==> src/rtl/secuencia_pkg.sv <==
// Shared types and helpers for the programmable serial-pattern detector.
package secuencia_pkg;

  // Detector FSM encoding; IDLE means no usable configuration is loaded.
  typedef enum logic [1:0] {
    ST_IDLE   = 2'b00,
    ST_SEARCH = 2'b01,
    ST_DETECT = 2'b10
  } state_e;

  // Fixed compare width for the helper; limits MAX_LEN to 32 bits.
  localparam int unsigned CMP_W = 32;

  // True when the low len bits of hist and pattern agree.
  function automatic logic patron_igual(input logic [CMP_W-1:0] hist,
                                        input logic [CMP_W-1:0] pattern,
                                        input int unsigned      len);
    logic [CMP_W-1:0] mask;
    mask = (len >= CMP_W) ? '1 : ((CMP_W'(1) << len) - CMP_W'(1));
    return ((hist ^ pattern) & mask) == '0;
  endfunction

endpackage

==> src/rtl/contador_sat.sv <==
// Saturating up-counter with clear; clear plus increment yields one.
module contador_sat #(
  parameter int unsigned CNT_W = 8
) (
  input  logic             i_clk,
  input  logic             i_reset,
  input  logic             i_inc,
  input  logic             i_clr,
  output logic [CNT_W-1:0] o_q
);

  logic [CNT_W-1:0] r_q;

  // Count events, hold at all-ones, never drop an event coinciding with clear.
  always_ff @(posedge i_clk) begin
    if (!i_reset) begin
      r_q <= '0;
    end else if (i_clr) begin
      r_q <= i_inc ? CNT_W'(1) : '0;
    end else if (i_inc && (r_q != '1)) begin
      r_q <= r_q + CNT_W'(1);
    end
  end

  assign o_q = r_q;

endmodule

==> src/rtl/secuencia_patron.sv <==
// Programmable Moore serial-pattern detector with enable and match counter.
// Reset defaults reproduce the legacy "two or more consecutive 1s" detector.
module secuencia_patron
  import secuencia_pkg::*;
#(
  parameter int unsigned           MAX_LEN     = 8,
  parameter int unsigned           CNT_W       = 8,
  parameter logic [MAX_LEN-1:0]    DEF_PATTERN = MAX_LEN'(8'b0000_0011),
  parameter int unsigned           DEF_LEN     = 2,
  parameter bit                    DEF_OVERLAP = 1'b1,
  localparam int unsigned          LEN_W       = $clog2(MAX_LEN + 1)
) (
  input  logic               i_clk,
  input  logic               i_reset,
  input  logic               i_cfg_load,
  input  logic [MAX_LEN-1:0] i_cfg_pattern,
  input  logic [LEN_W-1:0]   i_cfg_len,
  input  logic               i_cfg_overlap,
  input  logic               i_en,
  input  logic               i_w,
  input  logic               i_cnt_clr,
  output logic               o_z,
  output logic [CNT_W-1:0]   o_match_cnt,
  output logic               o_cfg_err
);

  logic [MAX_LEN-1:0] r_pattern;
  logic [MAX_LEN-1:0] r_hist;
  logic [LEN_W-1:0]   r_len;
  logic [LEN_W-1:0]   r_fill;
  logic               r_overlap;
  logic               r_z;
  logic               r_cfg_err;
  state_e             r_state;

  logic [MAX_LEN-1:0] w_hist_n;
  logic [LEN_W-1:0]   w_fill_n;
  logic               w_sample;
  logic               w_hit;
  logic               w_cfg_ok;

  assign w_hist_n = {r_hist[MAX_LEN-2:0], i_w};
  assign w_fill_n = (r_fill < r_len) ? r_fill + LEN_W'(1) : r_len;
  // A load in the same cycle wins; that sample is dropped.
  assign w_sample = i_en && (r_state != ST_IDLE) && !i_cfg_load;
  assign w_hit    = w_sample && (w_fill_n == r_len) &&
                    patron_igual(CMP_W'(w_hist_n), CMP_W'(r_pattern), 32'(r_len));
  assign w_cfg_ok = (i_cfg_len != '0) && (i_cfg_len <= LEN_W'(MAX_LEN));

  // Config latch, history shift and FSM with registered detect output.
  always_ff @(posedge i_clk) begin
    if (!i_reset) begin
      r_pattern <= DEF_PATTERN;
      r_len     <= LEN_W'(DEF_LEN);
      r_overlap <= DEF_OVERLAP;
      r_hist    <= '0;
      r_fill    <= '0;
      r_state   <= ST_SEARCH;
      r_z       <= 1'b0;
      r_cfg_err <= 1'b0;
    end else if (i_cfg_load) begin
      r_pattern <= i_cfg_pattern;
      r_len     <= i_cfg_len;
      r_overlap <= i_cfg_overlap;
      r_hist    <= '0;
      r_fill    <= '0;
      r_z       <= 1'b0;
      r_state   <= w_cfg_ok ? ST_SEARCH : ST_IDLE;
      r_cfg_err <= !w_cfg_ok;
    end else if (w_sample) begin
      r_hist <= w_hist_n;
      if (w_hit) begin
        r_state <= ST_DETECT;
        r_z     <= 1'b1;
        // Non-overlapping mode restarts filling but keeps the history bits.
        r_fill  <= r_overlap ? r_len : '0;
      end else begin
        r_state <= ST_SEARCH;
        r_z     <= 1'b0;
        r_fill  <= w_fill_n;
      end
    end
  end

  contador_sat #(
    .CNT_W (CNT_W)
  ) u_contador (
    .i_clk   (i_clk),
    .i_reset (i_reset),
    .i_inc   (w_hit),
    .i_clr   (i_cnt_clr),
    .o_q     (o_match_cnt)
  );

  assign o_z       = r_z;
  assign o_cfg_err = r_cfg_err;

endmodule

==> config.mk <==
export PLATFORM = sky130hd
export DESIGN_NAME = secuencia_patron
export DESIGN_NICKNAME = d
export VERILOG_FILES = /design/src/rtl/secuencia_pkg.sv /design/src/rtl/contador_sat.sv /design/src/rtl/secuencia_patron.sv
export SDC_FILE = /design/constraint.sdc
export NUM_CORES = 1
export LEC_CHECK = 0
export ABC_AREA = 1
export ABC_CLOCK_PERIOD_IN_PS = 5400
export CAP_MARGIN = 20
export CORE_AREA = 5 5 75 77
export CTS_BUF_LIST = sky130_fd_sc_hd__clkbuf_16
export CTS_CLUSTER_SIZE = 28
export DETAILED_ROUTE_END_ITERATION = 10
export DIE_AREA = 0 0 80 82
export PLACE_DENSITY = 0.68
export SYNTH_ARGS = -nofsm -noshare
export SYNTH_HDL_FRONTEND = slang
export SYNTH_SLANG_ARGS = --single-unit
export TNS_END_PERCENT = 20
==> constraint.sdc <==
create_clock -name i_clk -period 5.4 [get_ports i_clk]
set_input_delay 0.54 -clock i_clk [delete_from_list [all_inputs] [get_ports i_clk]]
set_output_delay 0.54 -clock i_clk [all_outputs]
set_load 0.01 [all_outputs]
* Yosys cells after proc, flatten, opt, wreduce, memory -nomap -nowiden
Index checks and enable logic that the tools add are counted.
** Storage, ports and cells
- Register bits after elaboration :: 36
- Latch bits :: 0
- Bits in writable memories :: 0
- Bits in read-only memories :: 0
- Bits of input ports :: 19
- Logic and storage cells :: 45
- Memories :: 0
** Operators by class
- Add/subtract/negate cells :: 3
- Multiply operators :: 0
- Div/mod/pow operators :: 0
- $lt $le $gt $ge :: 2
- Equal/unequal tests :: 2
- Shifts and indexed selects :: 1
- Mux-type cells :: 11
- Bitwise logic cells :: 3
- Reduce and logical (&&, ||, !) cells :: 14
** Operators by type and width (count)
- 8-bit by 32-bit bitwise AND with 32-bit output :: 1
- 32-bit zero test :: 1
- 1-bit by 4-bit << shifter with 32-bit output (first input constant) :: 1
- 32-bit by 1-bit subtractor with 32-bit output (second input constant) :: 1
- 8-bit 2-to-1 mux :: 2
- 4-bit 2-to-1 mux :: 3
- 8-bit by 1-bit adder with 8-bit output (second input constant) :: 1
- 8-bit inequality test (second input constant) :: 1
- 8-bit XOR :: 1
- 1-bit logical AND :: 6
- 2-bit 2-to-1 mux :: 3
- 2-bit nonzero test :: 3
- 4-bit by 1-bit adder with 4-bit output (second input constant) :: 1
- 4-bit equality test :: 1
- 4-bit less-or-equal comparator (second input constant) :: 1
- 4-bit < comparator :: 1
- 4-bit nonzero test :: 1
- 1-bit 2-to-1 mux :: 3
- 1-bit zero test :: 2
- 2-bit OR reduction :: 1
- 1-bit NOT :: 1

* Longest topological paths before layout
Gate-level depths: netlist (run 1).
- Depth in word-level cells :: 8
- Gate-level depth with buffers :: 15
- Depth with buffers taken out :: 14

* Modules after synthesis
A second synthesis (run 1) with hierarchy kept.
** Second synthesis, totals
- Cells, all modules :: 315
- Area total of the unflattened synthesis :: 2150.8 µm²
** Modules (own cells, without submodules)
- secuencia_patron :: instances 1, cells an instance 240, area an instance 1659.1 µm²
- contador_sat :: instances 1, cells an instance 75, area an instance 491.7 µm²

* Worst setup path after synthesis (run 1)
Ideal clock, no wire load.
- Path type :: register -> register
- From :: register r_len[3]
- To :: register r_fill[3]
- Library setup time :: 0.128 ns
- Data arrival time :: 1.762 ns
- Path slack :: 3.510 ns
- Cell stages (with the launch flop) :: 15
- Path through :: dfxtp_1 > buf_6 > nor2_4 > nand3_1 > ha_1 > nand3b_1 > nand2_1 > nor2_4 > nand3_4 > nor2_8 > nand3_2 > nand2_1 > nor2_1 > nor2_1 > nor2_1
** Between the ends
- Longest elaborated chain between the ends :: 6
** Ends and longest elaborated chain
- start: declaration :: RTL line secuencia_patron.sv:29 : logic [LEN_W-1:0] r_len;
- start signal: assignment :: RTL line secuencia_patron.sv:54 : r_len <= LEN_W'(DEF_LEN);
- start signal: assignment :: RTL line secuencia_patron.sv:63 : r_len <= i_cfg_len;
- 1-bit by 4-bit << shifter with 32-bit output / 4-bit < comparator (equally long branches) :: RTL line secuencia_pkg.sv:19, secuencia_patron.sv:43
- 32-bit by 1-bit subtractor with 32-bit output / 4-bit 2-to-1 mux (equally long branches) :: RTL line secuencia_pkg.sv:19, secuencia_patron.sv:43
- 8-bit by 32-bit bitwise AND with 32-bit output / 4-bit equality test (equally long branches) :: RTL line secuencia_pkg.sv:20, secuencia_patron.sv:46
- 32-bit zero test / 1-bit logical AND (equally long branches) :: RTL line secuencia_pkg.sv:20, secuencia_patron.sv:46
- 1-bit logical AND :: RTL line secuencia_patron.sv:46 : assign w_hit = w_sample && (w_fill_n == r_len) &&
- 4-bit 2-to-1 mux * :: RTL line secuencia_patron.sv:72 : if (w_hit) begin
- end signal: assignment :: RTL line secuencia_patron.sv:76 : r_fill <= r_overlap ? r_len : '0;
- end signal: assignment :: RTL line secuencia_patron.sv:80 : r_fill <= w_fill_n;
- end: declaration :: RTL line secuencia_patron.sv:30 : logic [LEN_W-1:0] r_fill;
Mark *: on every way between the ends. The rest lies on a longest branch, timed or not.
A chain may end at the register's enable or synchronous reset.

* Worst setup path after layout (run 1)
- From :: input i_cfg_load
- To :: register r_fill[3]
** Between the ends
- Longest elaborated chain between the ends :: 5
** Ends and longest elaborated chain
- start: declaration :: RTL line secuencia_patron.sv:15 : input logic i_cfg_load,
- 1-bit zero test :: RTL line secuencia_patron.sv:45 : assign w_sample = i_en && (r_state != ST_IDLE) && !i_cfg_load;
- 1-bit logical AND :: RTL line secuencia_patron.sv:45
- 1-bit logical AND (2 in series) :: RTL line secuencia_patron.sv:46
- 4-bit 2-to-1 mux :: RTL line secuencia_patron.sv:72
Parallel ways exist; a longest one is shown, timed or not.

==> key figures, run 1 <==
STA
  – Final setup fails: 0
  – Final Hold Fails: 0
  – Slew @ Worst Pin: 0.8237 ns
  – Achievable Freq: 347.7 MHz
  – Max Transition Viols Final: 0
  – Total negative slack: 0 ns
  – RSZ-0062 raised after global routing: no
  – Clk_skew: 0.009669 ns
  – Tmin final: 2.876 ns
  – Final period utilization: 0.5325
  – Rel. slew slack: 0.4489

Power and ir drop
  – NetSw: 184.5 µW
  – Total power: 721.0 µW
  – IR drop worst, VDD: 0.1967 mV
  – Sequential power share: 0.403
  – Internal: 536.5 µW
  – P per Cell Area: 276.8 nW/µm²
  – Combinational share of power: 0.154
  – Sw Share: 0.2559
  – Clock Power Share: 0.443
  – Pleak: 1.107 nW

Worst setup path
  – CP bufs+invs: 1
  – Slowest Stage Delay on Critical Path: 0.74 ns
  – Critical-path top delay cell: nor2_1
  – CP max FO: 15
  – Worst Path Required: 5.54 ns
  – CP Data Arrival Time: 3.02 ns
  – CP top delay family: simple AND/OR/NAND/NOR gates
  – Crit path cell chain: clkdlybuf4s50_1, nor2_1, nand2_1, nor2_4, nand3_4, nor2_8, nand3_2, nand2_1, nor2_1, nor2_1, nor2_1
  – Worst setup EP type: register
  – Start of the worst register-to-register path: r_state[0]
  – Critical path's most frequent cell: nor2_1
  – CP startpoint kind: primary input
  – Critical path class: in2reg
  – Crit. Startpoint: i_cfg_load

Yosys
  – Post-Syn Area: 2103 µm²
  – Synth top area share: 0.3427
  – Leading area contributor after synthesis: dfxtp_1
  – Leading post-synthesis cells by cell area: dfxtp_1 34%, nand2_1 14%, nand3_1 5.9%, a21oi_1 5.7%, inv_1 5.5%
  – Mapped Nets: 333
  – Syn. warnings: 0
  – Post-synthesis sequential area ratio: 0.3427
  – Synthesized instance count: 308
  – Syn Area/Cell: 6.829 µm²
  – Register bit total from synthesis: 36
  – Distinct cells, synth: 31

Routing
  – DRC Markers: 0
  – 1st-iter DRT viols: 122
  – Final ANT Viol Nets: 0
  – Via/cell ratio: 4.958
  – Final wirelength: 4.984 mm
  – Routed WL per cell: 12.22 µm
  – Router iterations before antenna repair: 5
  – Vias post-DR: 2,023

Placed design
  – Global placement routability congestion: 0.8352
  – Buffers on Ports: 28
  – Post-DP HPWL: 3.831 mm

Die
  – Core area: 4945 µm²
  – Starting Density: 0.4254
  – Ports: 29
  – Die H: 82 µm
  – Die width: 80 µm
  – Row count: 26
  – Die ar.: 6560 µm²

Run
  – Max-cap viol count: 0

CTS
  – CTS tree: done
  – Sinks on the clock net: 36
  – H-tree depth: 2
  – Clock-pin slew on the worst setup and hold paths: 0.05 ns
  – CTS Buffer Depth: 2
  – CTS resizes: 0
  – Hold_buf cts: 0
  – TritonCTS buffer count: 5
  – Clock latency on the worst-skew pair: 0.28 ns
  – Post-CTS Setup Inserts: 0
  – Clock Tree Root: clkbuf_16

Min path
  – Path category of the worst min-delay check: reg2reg
  – Hold Startpoint: r_pattern[7]

Final layout
  – Leading cell type in the layout, fill and taps excluded: nand2_1
  – Layout Nets: 362
  – Share of layout cells above drive strength 1: 0.08580
  – Fillcell total: 515
  – Area growth syn-to-layout: 23.85%
  – Number of inserted diodes: 0
  – Most frequent cells in the layout: 79 x nand2_1, 36 x dfxtp_1, 32 x inv_1, 30 x nor2_1, 28 x clkdlybuf4s50_1

Global routing
  – Vias in the first global route: 1,902
  – Initial antenna violation count: 0
  – Global-route wire length before repair: 8.576 mm
  – GRT overflow: 0
  – GRT Total Usage: 0.1667
  – Largest net degree at the start of global routing: 19

Outcome
  – Status: completed
==> registers in the layout, summed over array words and instances (netlist names) <==
signal / cells
o_cfg_err: 1
o_z: 1
r_fill: 4
r_hist: 7
r_len: 4
r_overlap: 1
r_pattern: 8
r_state: 2
u_contador.o_q: 8
==> worst min-delay path, delay by kind of cell (launching register included) <==
family / cells / cell delay [ns]
AO/OA/AOI/OAI: 1 / 0.06
buffers and inverters: 1 / 0.06
flip-flops: 1 / 0.30
==> layer usage <==
metal / track usage / part of all wire
met5: 0 / 0
met2: 0.2715 / 0.45
met3: 0.03289 / 0.043
met4: 0.04561 / 0.012
met1: 0.2247 / 0.50
==> path summary, 6_finish.rpt <==
| path | to | slack [ns] | cells past startpoint |
|---|---|---|---|
| max | r_fill[3] | 2.52 | 11 |
| min | r_pattern[7] | 0.47 | 2 |
| max reg2reg | r_fill[3] | 3.00 | 11 |
| min reg2reg | r_pattern[7] | 0.47 | 2 |
==> final cells by class <==
type	instances	area [µm²]	share of cell area
clock buffers	5	125.1	0.04803
clock inverters	3	38.79	0.01489
inverters	38	142.6	0.05476
multi-input cells	228	1210	0.4645
flip-flops and latches	36	720.7	0.2767
well taps	70	87.58	0.03362
repair buffers	28	280.3	0.1076
==> synthesized netlist by cell type <==
cell      count
o21a_1        1
nand4_4       1
inv_2         5
o21bai_1      1
nor3_1        1
dfxtp_1      36
nand2_4       1
or2_2         1
clkinv_1      2
nand4_1       8
a211oi_1      5
ha_1          6
a21oi_1      24
nand3_1      25
nor2_4        2
nor2_1       30
xor2_1        6
clkbuf_1      5
nand3_2       3
inv_1        31
nand3_4       1
nor2_8        1
nand3b_1      3
nand2_1      79
nor2_2        3
buf_6         1
o21ai_1       3
xnor2_1       3
a211o_1       1
o21ai_0      15
nand2_2       4
==> power groups by stage <==
stage	Combinational, mW	Clock [mW]	Sequential [mW]
2_1_floorplan	0.0773	0	0.293
3_3_place_gp	0.110	0	0.296
3_5_place_dp	0.111	0	0.296
4_1_cts	0.112	0.323	0.291
5_1_grt	0.126	0.339	0.293
6_report	0.111	0.319	0.291
==> stage by stage <==
stage | utilization | worst slack [ns] | hold WS [ns] | area [µm²] | cells
final | 0.5268 | 2.524 | 0.4731 | 2605 | 408
after floorplan | - | 3.510 | 0.4480 | 2103 | 308
after global routing | 0.5268 | 2.224 | 0.4913 | 2605 | 408
after detailed placement | 0.4937 | 2.246 | 0.4696 | 2441 | 400
after CTS | 0.5268 | 2.525 | 0.4776 | 2605 | 408
after global placement | 0.4937 | 2.371 | 0.4650 | 2441 | 400
==> cells by family (layout without fill, tap and decap cells) <==
group                      after synthesis  in the layout  share of synthesized area
adders and majority gates                6              6                    0.03569
DFF                                     36             36                     0.3427
xor gates and xnor gates                 9              9                    0.03748
buffers and inverters                   44             74                    0.08210
AOI/OAI and AO/OA                       50             50                     0.1291
and+or+nand+nor                        163            163                     0.3730
Note: power is estimated with default switching activity, not from simulation.
==> run 2: changes to the inputs <==
--- a/config.mk
+++ b/config.mk
@@ -6,14 +6,14 @@
 export NUM_CORES = 1
 export LEC_CHECK = 0
 export ABC_AREA = 1
-export ABC_CLOCK_PERIOD_IN_PS = 5400
+export ABC_CLOCK_PERIOD_IN_PS = 2300
 export CAP_MARGIN = 20
 export CORE_AREA = 5 5 75 77
 export CTS_BUF_LIST = sky130_fd_sc_hd__clkbuf_16
 export CTS_CLUSTER_SIZE = 28
 export DETAILED_ROUTE_END_ITERATION = 10
 export DIE_AREA = 0 0 80 82
-export PLACE_DENSITY = 0.68
+export PLACE_DENSITY = 0.7
 export SYNTH_ARGS = -nofsm -noshare
 export SYNTH_HDL_FRONTEND = slang
 export SYNTH_SLANG_ARGS = --single-unit
==> constraint.sdc (replaced) <==
create_clock -name i_clk -period 2.3 [get_ports i_clk]
set_input_delay 0.23 -clock i_clk [delete_from_list [all_inputs] [get_ports i_clk]]
set_output_delay 0.23 -clock i_clk [all_outputs]
set_load 0.01 [all_outputs]
==> run 2 against run 1 <==
  * Register-to-register slack lost 2.8 ns
  * Wire length is 5.7% higher
  * Largest cell class unchanged
  * Core utilization up 0.38 points
  * Largest power group is now registers
==> key figures, run 2 (synthesized netlist as in run 1, its figures left out) <==
CTS
  – H-tree depth: 2
  – Clock Tree Root: clkbuf_16
  – Hold_buf cts: 0
  – Clock latency on the worst-skew pair: 0.28 ns
  – Post-CTS Setup Inserts: 0
  – Clock-pin slew on the worst setup and hold paths: 0.05 ns
  – TritonCTS buffer count: 5
  – Sinks on the clock net: 36
  – CTS Buffer Depth: 2
  – CTS tree: done

Power and ir drop
  – Pleak: 1.113 nW
  – P per Cell Area: 607.0 nW/µm²
  – IR drop worst, VDD: 0.4012 mV

Final layout
  – Multi-input logic area: 1219 µm²
  – Share of layout cells above drive strength 1: 0.1053
  – Register area: 724.4 µm²
  – Final core utilization: 0.5306
  – Area growth syn-to-layout: 24.75%
  – Fillcell total: 498
  – Most frequent cells in the layout: 79 x nand2_1, 33 x dfxtp_1, 31 x inv_1, 30 x nor2_1, 28 x clkdlybuf4s50_1
  – Final Non-Filler Cells: 412
  – Layout Nets: 367
  – Design area: 2624 µm²
  – Leading cell type in the layout, fill and taps excluded: nand2_1
  – Number of inserted diodes: 0

Routing
  – Final ANT Viol Nets: 0
  – 1st-iter DRT viols: 132
  – Final wirelength: 5.269 mm
  – Routed WL per cell: 12.79 µm
  – DRC Markers: 0
  – Via/cell ratio: 4.973
  – Router iterations before antenna repair: 5
  – Vias post-DR: 2,049

Min path
  – Path category of the worst min-delay check: reg2reg
  – Hold Startpoint: o_cfg_err

Worst setup path
  – Slowest Stage Delay on Critical Path: 0.52 ns
  – CP Data Arrival Time: 2.26 ns
  – Worst Path Required: 2.45 ns
  – Critical path class: reg2reg
  – Critical path's most frequent cell: nor2_1
  – Crit. Startpoint: r_len[0]
  – Crit path cell chain: nand3_1, ha_1, nand3b_1, nand2_1, nor2_4, nand3_4, nor2_8, nand3_2, nand2_1, nor2_1, nor2_1, nor2_1
  – Start of the worst register-to-register path: r_len[0]
  – Worst setup EP type: register
  – Critical-path top delay cell: dfxtp_1
  – CP max FO: 7
  – CP startpoint kind: register

Global routing
  – GRT overflow: 0
  – Largest net degree at the start of global routing: 18
  – GRT Total Usage: 0.1813
  – Initial antenna violation count: 0
  – Global-route wire length before repair: 9.121 mm
  – Vias in the first global route: 1,902

Die
  – Starting Density: 0.4254
  – Die width: 80 µm
  – Ports: 29
  – Row count: 26
  – Die H: 82 µm
  – Core area: 4945 µm²
  – Die ar.: 6560 µm²

STA
  – Total negative slack: 0 ns
  – Achievable Freq: 474.3 MHz
  – Tmin final: 2.109 ns
  – RSZ-0062 raised after global routing: no
  – Hold WS: 0.4611 ns
  – Slew @ Worst Pin: 0.4923 ns
  – Rel. slew slack: 0.6710
  – Final period utilization: 0.9168
  – Clk_skew: 0.002895 ns
  – Final Hold Fails: 0
  – Final setup fails: 0
  – Max Transition Viols Final: 0

Placed design
  – Post-DP Area: 2479 µm²
  – Buffers on Ports: 28
  – Post-DP HPWL: 4.011 mm
  – Cells after DPL: 405
  – Global placement routability congestion: 0.9027

Outcome
  – Status: completed

Run
  – Max-cap viol count: 0
-- run 2: cell count changes in the layout (fill, tap and decap cells not counted) --
| cell | before | now |
|---|---|---|
| clkinv_1 | 2 | 4 |
| a21oi_2 | 0 | 1 |
| buf_4 | 0 | 5 |
| dfxtp_1 | 36 | 33 |
| dfxtp_2 | 0 | 3 |
| clkinv_2 | 1 | 0 |
| bufinv_16 | 1 | 0 |
| nor2_4 | 2 | 3 |
| inv_1 | 32 | 31 |
| a21oi_1 | 24 | 23 |
| nor2_2 | 3 | 2 |
-- run 2: path summary, 6_finish.rpt --
path                     to  slack [ns]  cells after the start
hold reg to reg   o_cfg_err        0.46                      1
setup / recovery  r_fill[3]        0.19                     12
hold / removal    o_cfg_err        0.46                      1
setup reg to reg  r_fill[3]        0.19                     12
-- run 2: cell type report --
cell class	count	share of cell area
inverters	38	0.05436
flip-flops and latches	36	0.2761
repair buffers	33	0.1211
well taps	70	0.03338
multi-input cells	228	0.4645
clock inverters	2	0.002861
clock buffers	5	0.04769
-- run 2: timing repair --
action                                 CTS  global route
endpoints found under the hold margin    0             0
setup endpoints to repair                0            12
resized for setup                        0             5
-- run 2: power by group --
group          switching, mW  internal, mW  total, mW
sequential            0.0311         0.654      0.685
clock                  0.246         0.387      0.633
combinational          0.164         0.110      0.274
-- run 2: worst max-delay path, delay by kind of cell, from the launching register on --
| kind | cells | cell delay [ns] |
|---|---|---|
| adder cells (fa/ha/maj) | 1 | 0.29 |
| AND/OR/NAND/NOR | 11 | 1.15 |
| flip-flops | 1 | 0.52 |
-- run 2: metal layers --
metal | track usage | up-vias | share of wire
met3 | 0.04167 | 7 | 0.035
li1 | - | 1069 | -
met1 | 0.2361 | 931 | 0.49
met5 | 0 | - | 0
met2 | 0.2955 | 42 | 0.47
met4 | 0.06081 | 0 | 0.014
-- run 2: per-stage QoR --
step | worst slack (ns) | total power, mW
2_1_floorplan | 0.4101 | 0.8687
3_3_place_gp | 0.2250 | 0.9640
3_5_place_dp | 0.1843 | 0.9667
4_1_cts | 0.1628 | 1.602
5_1_grt | 0.005137 | 1.682
6_report | 0.1914 | 1.593
==> run 3: changes to the inputs <==
--- a/config.mk
+++ b/config.mk
@@ -14,6 +14,7 @@
 export DETAILED_ROUTE_END_ITERATION = 10
 export DIE_AREA = 0 0 80 82
 export PLACE_DENSITY = 0.7
+export RECOVER_POWER = 50
 export SYNTH_ARGS = -nofsm -noshare
 export SYNTH_HDL_FRONTEND = slang
 export SYNTH_SLANG_ARGS = --single-unit
==> run 3 against run 2 <==
  * Combinational power hardly changed
  * Via count is 0.24% lower
  * Cell area is 0.29% lower
  * Power is 0.28% lower
  * Fmax hardly changed
  * Setup slack worse by 0.0019 ns
  * Hold slack worse by 0.0052 ns
  * Critical endpoint unchanged
  * Clock skew hardly changed
  * Critical path depth stayed put
  * Clock power hardly changed
  * Count of clock-buffer cells in the layout stayed put
==> key figures, run 3 (synthesized netlist as in run 1, its figures left out) <==
Worst setup path
  – Critical path class: reg2reg
  – Worst Path Required: 2.45 ns
  – CP startpoint kind: register
  – Worst setup EP type: register
  – CP Data Arrival Time: 2.26 ns
  – CP max FO: 7

CTS
  – Clock-pin slew on the worst setup and hold paths: 0.05 ns
  – Post-CTS Setup Inserts: 0
  – CTS Buffer Depth: 2
  – Hold_buf cts: 0
  – Clock Tree Root: clkbuf_16
  – Sinks on the clock net: 36
  – H-tree depth: 2
  – CTS tree: done
  – TritonCTS buffer count: 5
  – Clock latency on the worst-skew pair: 0.28 ns

Power and ir drop
  – Total power: 1.588 mW
  – P per Cell Area: 607.0 nW/µm²
  – Pleak: 1.128 nW
  – IR drop worst, VDD: 0.4010 mV

STA
  – Max Transition Viols Final: 0
  – Achievable Freq: 473.8 MHz
  – Tmin final: 2.111 ns
  – Hold WS: 0.4560 ns
  – Total negative slack: 0 ns
  – Slew @ Worst Pin: 0.6984 ns
  – Final period utilization: 0.9176
  – Final setup fails: 0
  – RSZ-0062 raised after global routing: no
  – Rel. slew slack: 0.5344
  – Clk_skew: 0.002489 ns
  – Worst setup margin: 0.1895 ns
  – Final Hold Fails: 0

Final layout
  – Share of layout cells above drive strength 1: 0.09942
  – Layout Nets: 367
  – Area growth syn-to-layout: 24.39%
  – Final core utilization: 0.5291
  – Leading cell type in the layout, fill and taps excluded: nand2_1
  – Most frequent cells in the layout: 79 x nand2_1, 33 x dfxtp_1, 31 x inv_1, 30 x nor2_1, 25 x nand3_1
  – Number of inserted diodes: 0

Global routing
  – Global-route wire length before repair: 9.121 mm
  – GRT overflow: 0
  – Initial antenna violation count: 0
  – Vias in the first global route: 1,902
  – Largest net degree at the start of global routing: 18
  – GRT Total Usage: 0.1813

Die
  – Starting Density: 0.4254
  – Ports: 29
  – Core area: 4945 µm²
  – Die width: 80 µm
  – Row count: 26
  – Die H: 82 µm
  – Die ar.: 6560 µm²

Routing
  – DRC Markers: 0
  – Router iterations before antenna repair: 5
  – Final ANT Viol Nets: 0
  – Via/cell ratio: 4.961
  – Routed WL per cell: 12.78 µm
  – 1st-iter DRT viols: 147
  – Final wirelength: 5.264 mm
  – Vias post-DR: 2,044

Min path
  – Path category of the worst min-delay check: reg2reg

Placed design
  – Global placement routability congestion: 0.9027
  – Worst slack, placed: 0.1843 ns
  – Buffers on Ports: 28
  – Post-DP HPWL: 4.011 mm

Outcome
  – Status: completed

Run
  – Max-cap viol count: 0
-- run 3: what timing repair did --
item	4_1_cts	5_1_grt
resized for setup	0	5
setup endpoints to repair	0	12
hold endpoints to repair	0	0
-- run 3: worst max-delay path, stage by stage (launching register included) --
cell and delay [ns]:
dfxtp_1 0.52, nand3_1 0.13, ha_1 0.29, nand3b_1 0.10, nand2_1 0.08, nor2_4 0.14
nand3_4 0.10, nor2_8 0.13, nand3_2 0.15, nand2_1 0.14, nor2_1 0.05, nor2_1 0.10
nor2_1 0.04
-- run 3: routing by layer --
layer | global-route usage | wire (µm) | share of wire | up-vias
li1 | - | - | - | 1069
met1 | 0.2361 | 2596 | 0.49 | 933
met2 | 0.2955 | 2428 | 0.46 | 35
met3 | 0.04167 | 165 | 0.031 | 7
met4 | 0.06081 | 74 | 0.014 | 0
met5 | 0 | 0 | 0 | -
-- run 3: stage by stage --
step                instance area, µm²  std cells
global route                      2616        412
finish                            2616        412
floorplan                         2103        308
detailed placement                2479        405
global placement                  2479        405
CTS                               2611        412
-- run 3: path summary, 6_finish.rpt --
path / startpoint / end / slack (ns) / cells past startpoint
hold / removal: o_cfg_err / o_cfg_err / 0.46 / 1
hold reg to reg: o_cfg_err / o_cfg_err / 0.46 / 1
setup / recovery: r_len[0] / r_fill[3] / 0.19 / 12
setup reg to reg: r_len[0] / r_fill[3] / 0.19 / 12
-- run 3: where the power goes --
part	leakage (nW)	internal, mW	switching (mW)
combinational	0.768	0.106	0.164
clock	0.0648	0.387	0.245
sequential	0.296	0.654	0.0309
-- run 3: layout make-up --
cell class | count | area, µm²
Fill cell | 498 | 2328
Multi-Input combinational cell | 228 | 1219
Sequential cell | 36 | 724.4
Timing Repair Buffer | 33 | 310.3
Inverter | 38 | 142.6
Clock buffer | 5 | 125.1
Tap cell | 70 | 87.58
Clock inverter | 2 | 7.507
